$ cat src/rtl/exe_stage_pipelined.sv
// Execute stage: operand forwarding, Val2 generation, ALU/flags, branch target, registered EXE/MEM.
// Define EXE_MUL_EN to build the iterative multicycle MUL and its stall FSM.
module exe_stage_pipelined #(
    parameter int unsigned DATA_W     = 32,
    parameter int unsigned MUL_CYCLES = 4,
    parameter int unsigned BR_SHIFT   = 0
) (
    input  logic              clk,
    input  logic              rst,
    input  logic              freeze,
    input  logic              flush,
    input  logic              in_valid,
    input  logic [DATA_W-1:0] pc,
    input  logic [DATA_W-1:0] val_Rn,
    input  logic [DATA_W-1:0] val_Rm,
    input  logic [DATA_W-1:0] val_MEM_stage,
    input  logic [DATA_W-1:0] val_WB_stage,
    input  logic [1:0]        src1_sel,
    input  logic [1:0]        src2_sel,
    input  logic [3:0]        EX_command,
    input  logic [3:0]        SR,
    input  logic [3:0]        dst,
    input  logic              mem_R,
    input  logic              mem_W,
    input  logic              imm,
    input  logic              WB_en,
    input  logic              B,
    input  logic [11:0]       shifter_operand,
    input  logic [23:0]       signed_immediate,
    output logic              stall,
    output logic              out_valid,
    output logic [DATA_W-1:0] ALU_res,
    output logic [DATA_W-1:0] val_Rm_out,
    output logic [DATA_W-1:0] branch_addr,
    output logic [3:0]        SR_out,
    output logic [3:0]        dst_out,
    output logic              mem_R_out,
    output logic              mem_W_out,
    output logic              WB_en_out,
    output logic              B_out
);
    localparam int unsigned MSB = DATA_W - 1;
    localparam logic [3:0] OP_MOV = 4'b0001, OP_MVN = 4'b1001, OP_ADD = 4'b0010;
    localparam logic [3:0] OP_ADC = 4'b0011, OP_SUB = 4'b0100, OP_SBC = 4'b0101;
    localparam logic [3:0] OP_AND = 4'b0110, OP_ORR = 4'b0111, OP_EOR = 4'b1000;
    localparam logic [3:0] OP_MUL = 4'b1010;

    function automatic logic [DATA_W-1:0] ror(input logic [DATA_W-1:0] x, input int unsigned n);
        int unsigned m;
        m = n % DATA_W;
        return (x >> m) | (x << (DATA_W - m));
    endfunction

    function automatic logic [DATA_W-1:0] fwd(input logic [1:0] sel, input logic [DATA_W-1:0] v);
        case (sel)
            2'b01:   return val_MEM_stage;
            2'b10:   return val_WB_stage;
            default: return v;
        endcase
    endfunction

    logic [DATA_W-1:0] w_op_a, w_op_r, w_val2, w_alu_res, w_br_off;
    logic [DATA_W:0]   w_sum;
    logic              w_c, w_v, w_idle, w_is_mul, w_wr;
    int unsigned       w_sh_amt;
    logic [DATA_W-1:0] w_wr_res, w_wr_rm, w_wr_br;
    logic [3:0]        w_wr_sr, w_wr_dst, w_wr_ctrl;

    logic              r_out_valid, r_mem_r, r_mem_w, r_wb_en, r_b;
    logic [DATA_W-1:0] r_alu_res, r_val_rm, r_branch;
    logic [3:0]        r_sr, r_dst;

    assign w_op_a   = fwd(src1_sel, val_Rn);
    assign w_op_r   = fwd(src2_sel, val_Rm);
    assign w_br_off = DATA_W'($signed(signed_immediate)) << BR_SHIFT;

    always_comb begin
        w_sh_amt = 32'(shifter_operand[11:7]) % DATA_W;
        if (mem_R | mem_W) begin
            w_val2 = DATA_W'(shifter_operand);
        end else if (imm) begin
            w_val2 = ror(DATA_W'(shifter_operand[7:0]), {27'd0, shifter_operand[11:8], 1'b0});
        end else begin
            case (shifter_operand[6:5])
                2'b00:   w_val2 = w_op_r << w_sh_amt;
                2'b01:   w_val2 = w_op_r >> w_sh_amt;
                2'b10:   w_val2 = $signed(w_op_r) >>> w_sh_amt;
                default: w_val2 = ror(w_op_r, w_sh_amt);
            endcase
        end
    end

    always_comb begin
        w_sum     = '0;
        w_alu_res = '0;
        w_c       = SR[1];
        w_v       = SR[0];
        case (EX_command)
            OP_MOV, OP_MUL: w_alu_res = w_val2;
            OP_MVN:         w_alu_res = ~w_val2;
            OP_AND:         w_alu_res = w_op_a & w_val2;
            OP_ORR:         w_alu_res = w_op_a | w_val2;
            OP_EOR:         w_alu_res = w_op_a ^ w_val2;
            OP_ADD, OP_ADC: begin
                w_sum = {1'b0, w_op_a} + {1'b0, w_val2}
                      + {{DATA_W{1'b0}}, (EX_command == OP_ADC) & SR[1]};
                w_alu_res = w_sum[MSB:0];
                w_c       = w_sum[DATA_W];
                w_v       = (w_op_a[MSB] == w_val2[MSB]) & (w_alu_res[MSB] != w_op_a[MSB]);
            end
            OP_SUB, OP_SBC: begin
                // a + ~b + cin: carry out is the not-borrow flag
                w_sum = {1'b0, w_op_a} + {1'b0, ~w_val2}
                      + {{DATA_W{1'b0}}, (EX_command == OP_SUB) | SR[1]};
                w_alu_res = w_sum[MSB:0];
                w_c       = w_sum[DATA_W];
                w_v       = (w_op_a[MSB] != w_val2[MSB]) & (w_alu_res[MSB] != w_op_a[MSB]);
            end
            default: w_alu_res = '0;
        endcase
    end

`ifdef EXE_MUL_EN
    localparam int unsigned K     = DATA_W / MUL_CYCLES;
    localparam int unsigned CNT_W = (MUL_CYCLES > 1) ? $clog2(MUL_CYCLES) : 1;

    typedef enum logic {StIdle, StMul} mul_state_e;
    mul_state_e        r_state;
    logic [CNT_W-1:0]  r_cnt;
    logic [DATA_W-1:0] r_mul_a, r_mul_b, r_acc;
    logic [1:0]        r_mul_cv;
    logic [3:0]        r_mul_dst;
    logic              r_mul_wb;
    logic [DATA_W-1:0] w_b_sh, w_partial, w_acc_next;
    logic [K-1:0]      w_chunk;
    logic              w_mul_last;

    assign w_idle     = (r_state == StIdle);
    assign w_is_mul   = (EX_command == OP_MUL);
    assign w_mul_last = (r_cnt == CNT_W'(MUL_CYCLES - 1));
    assign w_b_sh     = r_mul_b >> (K * r_cnt);
    assign w_chunk    = w_b_sh[K-1:0];
    assign w_partial  = (r_mul_a * DATA_W'(w_chunk)) << (K * r_cnt);
    assign w_acc_next = r_acc + w_partial;
    assign stall      = (w_idle & in_valid & w_is_mul & ~freeze & ~flush)
                      | ((r_state == StMul) & ~w_mul_last);

    always_ff @(posedge clk) begin
        if (!rst) begin
            r_state   <= StIdle;
            r_cnt     <= '0;
            r_mul_a   <= '0;
            r_mul_b   <= '0;
            r_acc     <= '0;
            r_mul_cv  <= '0;
            r_mul_dst <= '0;
            r_mul_wb  <= 1'b0;
        end else if (flush) begin
            r_state <= StIdle;
        end else if (!freeze) begin
            case (r_state)
                StIdle: if (in_valid && w_is_mul) begin
                    r_state   <= StMul;
                    r_cnt     <= '0;
                    r_acc     <= '0;
                    r_mul_a   <= w_op_a;
                    r_mul_b   <= w_op_r;
                    r_mul_cv  <= SR[1:0];
                    r_mul_dst <= dst;
                    r_mul_wb  <= WB_en;
                end
                StMul: begin
                    r_cnt <= r_cnt + CNT_W'(1);
                    r_acc <= w_acc_next;
                    if (w_mul_last) r_state <= StIdle;
                end
                default: r_state <= StIdle;
            endcase
        end
    end
`else
    assign w_idle   = 1'b1;
    assign w_is_mul = 1'b0;
    assign stall    = 1'b0;
`endif

    always_comb begin
        w_wr      = w_idle & in_valid & ~w_is_mul;
        w_wr_res  = w_alu_res;
        w_wr_sr   = {w_alu_res[MSB], ~|w_alu_res, w_c, w_v};
        w_wr_rm   = w_op_r;
        w_wr_br   = pc + w_br_off;
        w_wr_dst  = dst;
        w_wr_ctrl = {mem_R, mem_W, WB_en, B};
`ifdef EXE_MUL_EN
        if (r_state == StMul && w_mul_last) begin
            w_wr      = 1'b1;
            w_wr_res  = w_acc_next;
            w_wr_sr   = {w_acc_next[MSB], ~|w_acc_next, r_mul_cv};
            w_wr_rm   = r_mul_b;
            w_wr_br   = r_branch;
            w_wr_dst  = r_mul_dst;
            w_wr_ctrl = {2'b00, r_mul_wb, 1'b0};
        end
`endif
    end

    always_ff @(posedge clk) begin
        if (!rst) begin
            r_out_valid <= 1'b0;
            r_alu_res   <= '0;
            r_val_rm    <= '0;
            r_branch    <= '0;
            r_sr        <= '0;
            r_dst       <= '0;
            {r_mem_r, r_mem_w, r_wb_en, r_b} <= '0;
        end else if (flush) begin
            r_out_valid <= 1'b0;
        end else if (!freeze) begin
            r_out_valid <= w_wr;
            if (w_wr) begin
                r_alu_res <= w_wr_res;
                r_val_rm  <= w_wr_rm;
                r_branch  <= w_wr_br;
                r_sr      <= w_wr_sr;
                r_dst     <= w_wr_dst;
                {r_mem_r, r_mem_w, r_wb_en, r_b} <= w_wr_ctrl;
            end
        end
    end

    assign out_valid   = r_out_valid;
    assign ALU_res     = r_alu_res;
    assign val_Rm_out  = r_val_rm;
    assign branch_addr = r_branch;
    assign SR_out      = r_sr;
    assign dst_out     = r_dst;
    assign mem_R_out   = r_mem_r;
    assign mem_W_out   = r_mem_w;
    assign WB_en_out   = r_wb_en;
    assign B_out       = r_b;
endmodule

$ cat config.mk
export PLATFORM = sky130hd
export DESIGN_NAME = exe_stage_pipelined
export DESIGN_NICKNAME = d
export VERILOG_FILES = /design/src/rtl/exe_stage_pipelined.sv
export SDC_FILE = /design/constraint.sdc
export NUM_CORES = 1
export LEC_CHECK = 0
export ABC_AREA = 1
export CORE_AREA = 3 3 147 256
export DETAILED_ROUTE_END_ITERATION = 8
export DIE_AREA = 0 0 150 259
export GPL_TIMING_DRIVEN = 0
export PLACE_DENSITY_LB_ADDON = 0.2
export SETUP_SLACK_MARGIN = 0.4
export SKIP_LAST_GASP = 1
export SLEW_MARGIN = 5
export SYNTH_ARGS = -nofsm -noshare
export SYNTH_HDL_FRONTEND = slang
export SYNTH_SLANG_ARGS = --single-unit
$ cat constraint.sdc
create_clock -name clk -period 6.6 [get_ports clk]
set_input_delay 0.66 -clock clk [delete_from_list [all_inputs] [get_ports clk]]
set_output_delay 0.66 -clock clk [all_outputs]
set_load 0.02 [all_outputs]
==> results.txt, run 1 <==
----------------------------------------------------
[Synthesis]
  Count of flip-flops with a built-in enable after synthesis ... 0
  Distinct cells, synth ... 67
  Post-synthesis register bit count ... about 110
  Multiplexer fraction of the synthesized cell area ... 0%
  Sequential area share after synthesis ... between 10% and 20%
  Largest family of logic cells by synthesized area ... simple AND/OR/NAND/NOR gates
  Total standard cell area after synthesis ... ~20000 um2
  Post-synthesis average cell area ... approximately 5.5 um2
  Synthesized-area fraction occupied by ao, oa, aoi and oai cells ... a little over a fifth
  Synthesized-area fraction occupied by adder cells ... under 10%
  Prevailing post-synth register cell ... dfxtp_1
  Synthesized instance count ... ~3.7k
  Cell types occupying the most area after synthesis ... nand2_1 17%, nand3_1 13%, dfxtp_1 11%, ha_1 8.4%, nor2_1 7.4%
  Top cell type by total area after synthesis ... nand2_1
  Fraction of synthesis flops using an asynchronous set or reset pin ... 0%
  Share of Yosys cell area claimed by the top area cell type ... about 17%
  Synthesized-area fraction occupied by xor and xnor cells ... under 10%
  Total of warnings raised by yosys ... 0
  Post-synth net total ... roughly 4k
  Simple-Gate Fraction of Synth Area ... between 40% and 50%

[Clocking]
  TritonCTS Sinks ... around 110
  Number of H-tree levels ... 3
  Master cell of the clock root buffer ... clkbuf_16
  Clock buffers created by TritonCTS ... 9
  Maximum number of buffers from clock root to sink ... 2

[Status]
  Status ... did not finish
  Halt Reason ... [ERROR GRT-0116] Global routing finished with congestion. Check the congestion regions in the DRC Viewer.
  Stopping stage ... global routing

[Die]
  Starting density of the core ... 55.6%
  X dimension of the die ... 150 um
  Number of ports placed on the die boundary ... around 330
  # rows ... about 90
  Vert. Die Dim ... ~260 um

[Placement]
  Final GP Congestion ... ~1.4
  Detailed placer's ending HPWL ... roughly 97 mm
  Number of buffer cells added on primary ports ... 323
  Placed standard-cell area ... ~24000 um2

[Global routing]
  Final global-route overflow total ... about 540
  Vias in the first global route ... a little over 30k
  Wire length of the first global-routing pass ... between 200 and 250 mm
  Largest net degree at the start of global routing ... 23
  Overall track demand over capacity in global routing ... between 70% and 80%

----------------------------------------------------
[synth_stat cells (all sizes together), types with 5 or more instances]
master and instances:
nand2 981, nand3 528, nor2 411, inv 401, o21ai 307, a21oi 262
ha 134, dfxtp 108, clkbuf 101, buf 98, or2 37, o211ai 30
nand4 27, nor3 24, xor2 24, a221o 23, a221oi 22, a31oi 20
o22ai 12, o21a 10, o21bai 10, a22o 9, a211oi 8, a21boi 8
o221ai 8, xnor2 8, a21o 7, clkinv 6, nor4 6, fa 5
o31ai 5
[cell families after synthesis]
logic type,after synthesis
DFF,108
xor gates and xnor gates,32
and+or+nand+nor,2018
other,1
AOI/OAI and AO/OA,757
adders and majority gates,139
buffers and inverters,606
[timing repair]
item                                   in CTS
hold buffers                                0
pin swaps                                  24
setup endpoints to repair                  33
setup buffers                              18
gates resized for setup                   193
endpoints found under the hold margin       0
[metrics by stage]
step	std cells	worst slack, ns
floorplan	3661	1.37
CTS	4488	0.401
global placement	4454	-1.55
detailed placement	4454	-1.53
[metal layers]
layer / overflow / global-route usage (%)
met1: 3 / 70.2
met2: 324 / 92.2
met3: 4 / 52.3
met4: 203 / 71.5
met5: 3 / 18.0
==> run 2: changes to the inputs <==
--- a/config.mk
+++ b/config.mk
@@ -6,12 +6,11 @@
 export NUM_CORES = 1
 export LEC_CHECK = 0
 export ABC_AREA = 1
-export CORE_AREA = 3 3 147 256
+export CORE_AREA = 3 3 228 230
 export DETAILED_ROUTE_END_ITERATION = 8
-export DIE_AREA = 0 0 150 259
+export DIE_AREA = 0 0 231 233
 export GPL_TIMING_DRIVEN = 0
-export PLACE_DENSITY_LB_ADDON = 0.2
-export SETUP_SLACK_MARGIN = 0.4
+export PLACE_DENSITY_LB_ADDON = 0.15
 export SKIP_LAST_GASP = 1
 export SLEW_MARGIN = 5
 export SYNTH_ARGS = -nofsm -noshare
==> results.txt, run 2 <==
----------------------------------------------------
[Status]
  Status ... complete, no violations

[Die]
  Floorplan core area ... about 50000 um2
  Starting density of the core ... 39.9% (-16 points)
  X dimension of the die ... 231 um (+54%)
  Number of ports placed on the die boundary ... 332 (unchanged)
  # rows ... 82 (-11%)
  Die area ... 53800 um2
  Vert. Die Dim ... 233 um (-10%)

[Drt]
  Final ANT Viol Nets ... 0
  Violation count after the first detailed-routing iteration ... approximately 3.8k
  Number of search-and-repair iterations in the first detailed-routing pass ... 7
  Wire per inst ... about 28 um
  Post-detailed-routing wire length ... approximately 130 mm
  Via density per instance ... between 6 and 7
  Final routed DRC violation total ... 0
  Via count ... between 20k and 30k

[Timing]
  Setup clock skew after layout ... 0 ns
  Number of endpoints with negative hold slack in the final report ... 0
  Period Utilization, post-route ... between 90% and 100%
  WHS ... around 0.5 ns
  Maximum clock frequency ... around 150 MHz
  Max-slew violation count ... 0
  Final critical path time including I/O delays and setup ... about 6.5 ns
  Final-layout setup total negative slack ... 0 ns
  Worst Tran Pin Value ... approximately 1.3 ns
  Final setup violation count ... 0
  Max-slew headroom ... roughly 11%

[Placement]
  Detailed placer's ending HPWL ... 107 mm (+10%)
  # placed instances ... 4657 (+4.6%)
  Final GP Congestion ... 1.11 (-18%)
  Number of buffer cells added on primary ports ... 323 (unchanged)

[Setup path]
  Max incr delay on CP ... between 0.5 and 0.6 ns
  Top delay family on crit path ... simple AND/OR/NAND/NOR gates
  Buffering stage count on the worst path with inverters included ... 11
  Most common cell type on the critical path ... nand2_1
  Launching element type of the critical path ... input pin
  Cell with the largest stage delay on the worst path ... a2111oi_1
  Required @ worst endpoint ... 6.90 ns
  Critical Setup Path Class ... input pin to register
  Critical Path End Type ... register
  Critical Path AT ... between 6 and 7 ns
  Critical-path maximum fanout ... 11

[Clocking]
  Clock Latency Late Sink ... about 0.36 ns
  TritonCTS Sinks ... 108 (unchanged)
  CTS tree ... built
  Clock buffers created by TritonCTS ... 9 (unchanged)
  Maximum number of buffers from clock root to sink ... 2 (unchanged)
  Clock-pin slew on the worst setup and hold paths ... 0.08 ns
  Number of H-tree levels ... 3 (unchanged)
  Master cell of the clock root buffer ... clkbuf_16

[Synthesis]
  Post-synth net total ... 4022 (unchanged)
  Cell types occupying the most area after synthesis ... nand2_1 17%, nand3_1 13%, dfxtp_1 11%, ha_1 8.4%, nor2_1 7.4%
  Post-synthesis register bit count ... 108 (unchanged)
  Sequential area share after synthesis ... 10.8% (unchanged)
  Fraction of synthesis flops using an asynchronous set or reset pin ... 0% (unchanged)
  Post-synthesis average cell area ... 5.45 um2 (unchanged)
  Synthesized instance count ... 3661 (unchanged)
  Total standard cell area after synthesis ... 20000 um2 (unchanged)
  Top cell type by total area after synthesis ... nand2_1
  Cell with the most instances after synthesis ... nand2_1
  Distinct cells, synth ... 67 (unchanged)
  Count of flip-flops with a built-in enable after synthesis ... 0 (unchanged)
  Prevailing post-synth register cell ... dfxtp_1
  Commonest cells in the netlist ... 906 x nand2_1, 502 x nand3_1, 393 x nor2_1
  Total of warnings raised by yosys ... 0 (unchanged)
  Share of Yosys cell area claimed by the top area cell type ... 17.0% (unchanged)

[Cells and area]
  Area Overhead vs Synth ... 28.0%
  Final core area utilization ... a little over 50%
  Layout cells sized above 1 ... a little under an eighth
  Commonest cells after routing, fill and taps aside ... 858 x nand2_1, 483 x nand3_1, 372 x inv_1
  Most common cell after layout, fill and taps aside ... nand2_1
  Filler cell count in the final layout ... 5562
  Layout Nets ... between 4k and 5k
  Post-route insts no fill ... roughly 4.7k

[Hold path]
  Min-delay worst type ... register to register

[Global routing]
  Vias in the first global route ... 26.0k
  Overall track demand over capacity in global routing ... between 40 and 50%
  Largest net degree at the start of global routing ... 21
  Wire length of the first global-routing pass ... 179 mm
  Number of antenna violations at the first check in global routing ... 6
  Final global-route overflow total ... 0

[Pwr]
  Leak Pwr ... roughly 12 nW
  Power per Cell Area ... roughly 160 nW/um2
  IR drop worst, VDD ... about 0.14 mV

[Job]
  Max-capacitance violation count ... 0

----------------------------------------------------
## run 2: metrics by stage
stage | cell area (um2) | total power [mW] | setup WS (ns)
after detailed placement | 24000 | 3.27 | -1.95
after global routing | 25500 | 4.36 | -0.0812
after floorplan | 20000 | 2.23 | 1.37
final | 25500 | 4.18 | 0.0993
after global placement | 24000 | 3.28 | -1.93
after CTS | 24600 | 3.88 | 0.0105
## run 2: power by group
part / internal (mW) / total, mW / switching (mW)
combinational: 0.899 / 2.91 / 2.01
clock: 0.267 / 0.566 / 0.298
sequential: 0.686 / 0.709 / 0.0231
total: 1.85 / 4.18 / 2.33
## run 2: final timing paths
| path | startpoint | to | slack, ns | cells after the start |
|---|---|---|---|---|
| hold / removal | ALU_res[6] | ALU_res[6] | 0.51 | 2 |
| setup reg to reg | ALU_res[15] | ALU_res[15] | 5.69 | 3 |
| setup / recovery | shifter_operand[8] | SR_out[2] | 0.1 | 33 |
| hold reg to reg | ALU_res[6] | ALU_res[6] | 0.51 | 2 |
## run 2: tightest hold or removal path, delay by kind of cell (launching register included)
family | cells | cell delay, ns
flip-flops | 1 | 0.33
AO/OA/AOI/OAI | 1 | 0.09
buffers and inverters | 1 | 0.05
## run 2: what timing repair did
action	4_1_cts	5_1_grt
buffers inserted	5	14
hold buffers	0	0
endpoints found under the setup margin	34	22
endpoints found under the hold margin	0	0
pin swaps	8	32
resized for setup	101	221
cloned	0	0
## run 2: logic make-up (layout without fill, tap and decap cells)
kind of cell,after synthesis,in the layout,synth area share (%)
XOR/XNOR,32,32,1.48
flip-flops,108,108,10.8
other,1,7,0.0188
AO/OA/AOI/OAI,757,757,21.9
adder cells (fa/ha/maj),139,139,8.90
buffers and inverters,606,954,12.3
AND/OR/NAND/NOR,2018,2018,44.6
## run 2: layout make-up
| class | count | area [um2] | area share (%) |
|---|---|---|---|
| Antenna cell | 6 | 15.0 | 0.0588 |
| Buffer | 188 | 986 | 3.86 |
| Clock buffer | 9 | 225 | 0.882 |
| Clock inverter | 7 | 71.3 | 0.279 |
| Inverter | 407 | 1550 | 6.05 |
| Multi-Input combinational cell | 2947 | 16300 | 63.9 |
| Sequential cell | 108 | 2160 | 8.47 |
| Tap cell | 672 | 841 | 3.29 |
| Timing Repair Buffer | 343 | 3380 | 13.2 |
## run 2: metal layers
layer  routed length, um  vias up  track usage [%]
met5                  13        -                0
met4               12400        2             33.8
met3               15400      558             12.7
met2               53700     2078             68.6
met1               47900    13100             55.3
li1                    -    12900                -
No activity file was read; power rests on OpenSTA's default activity.
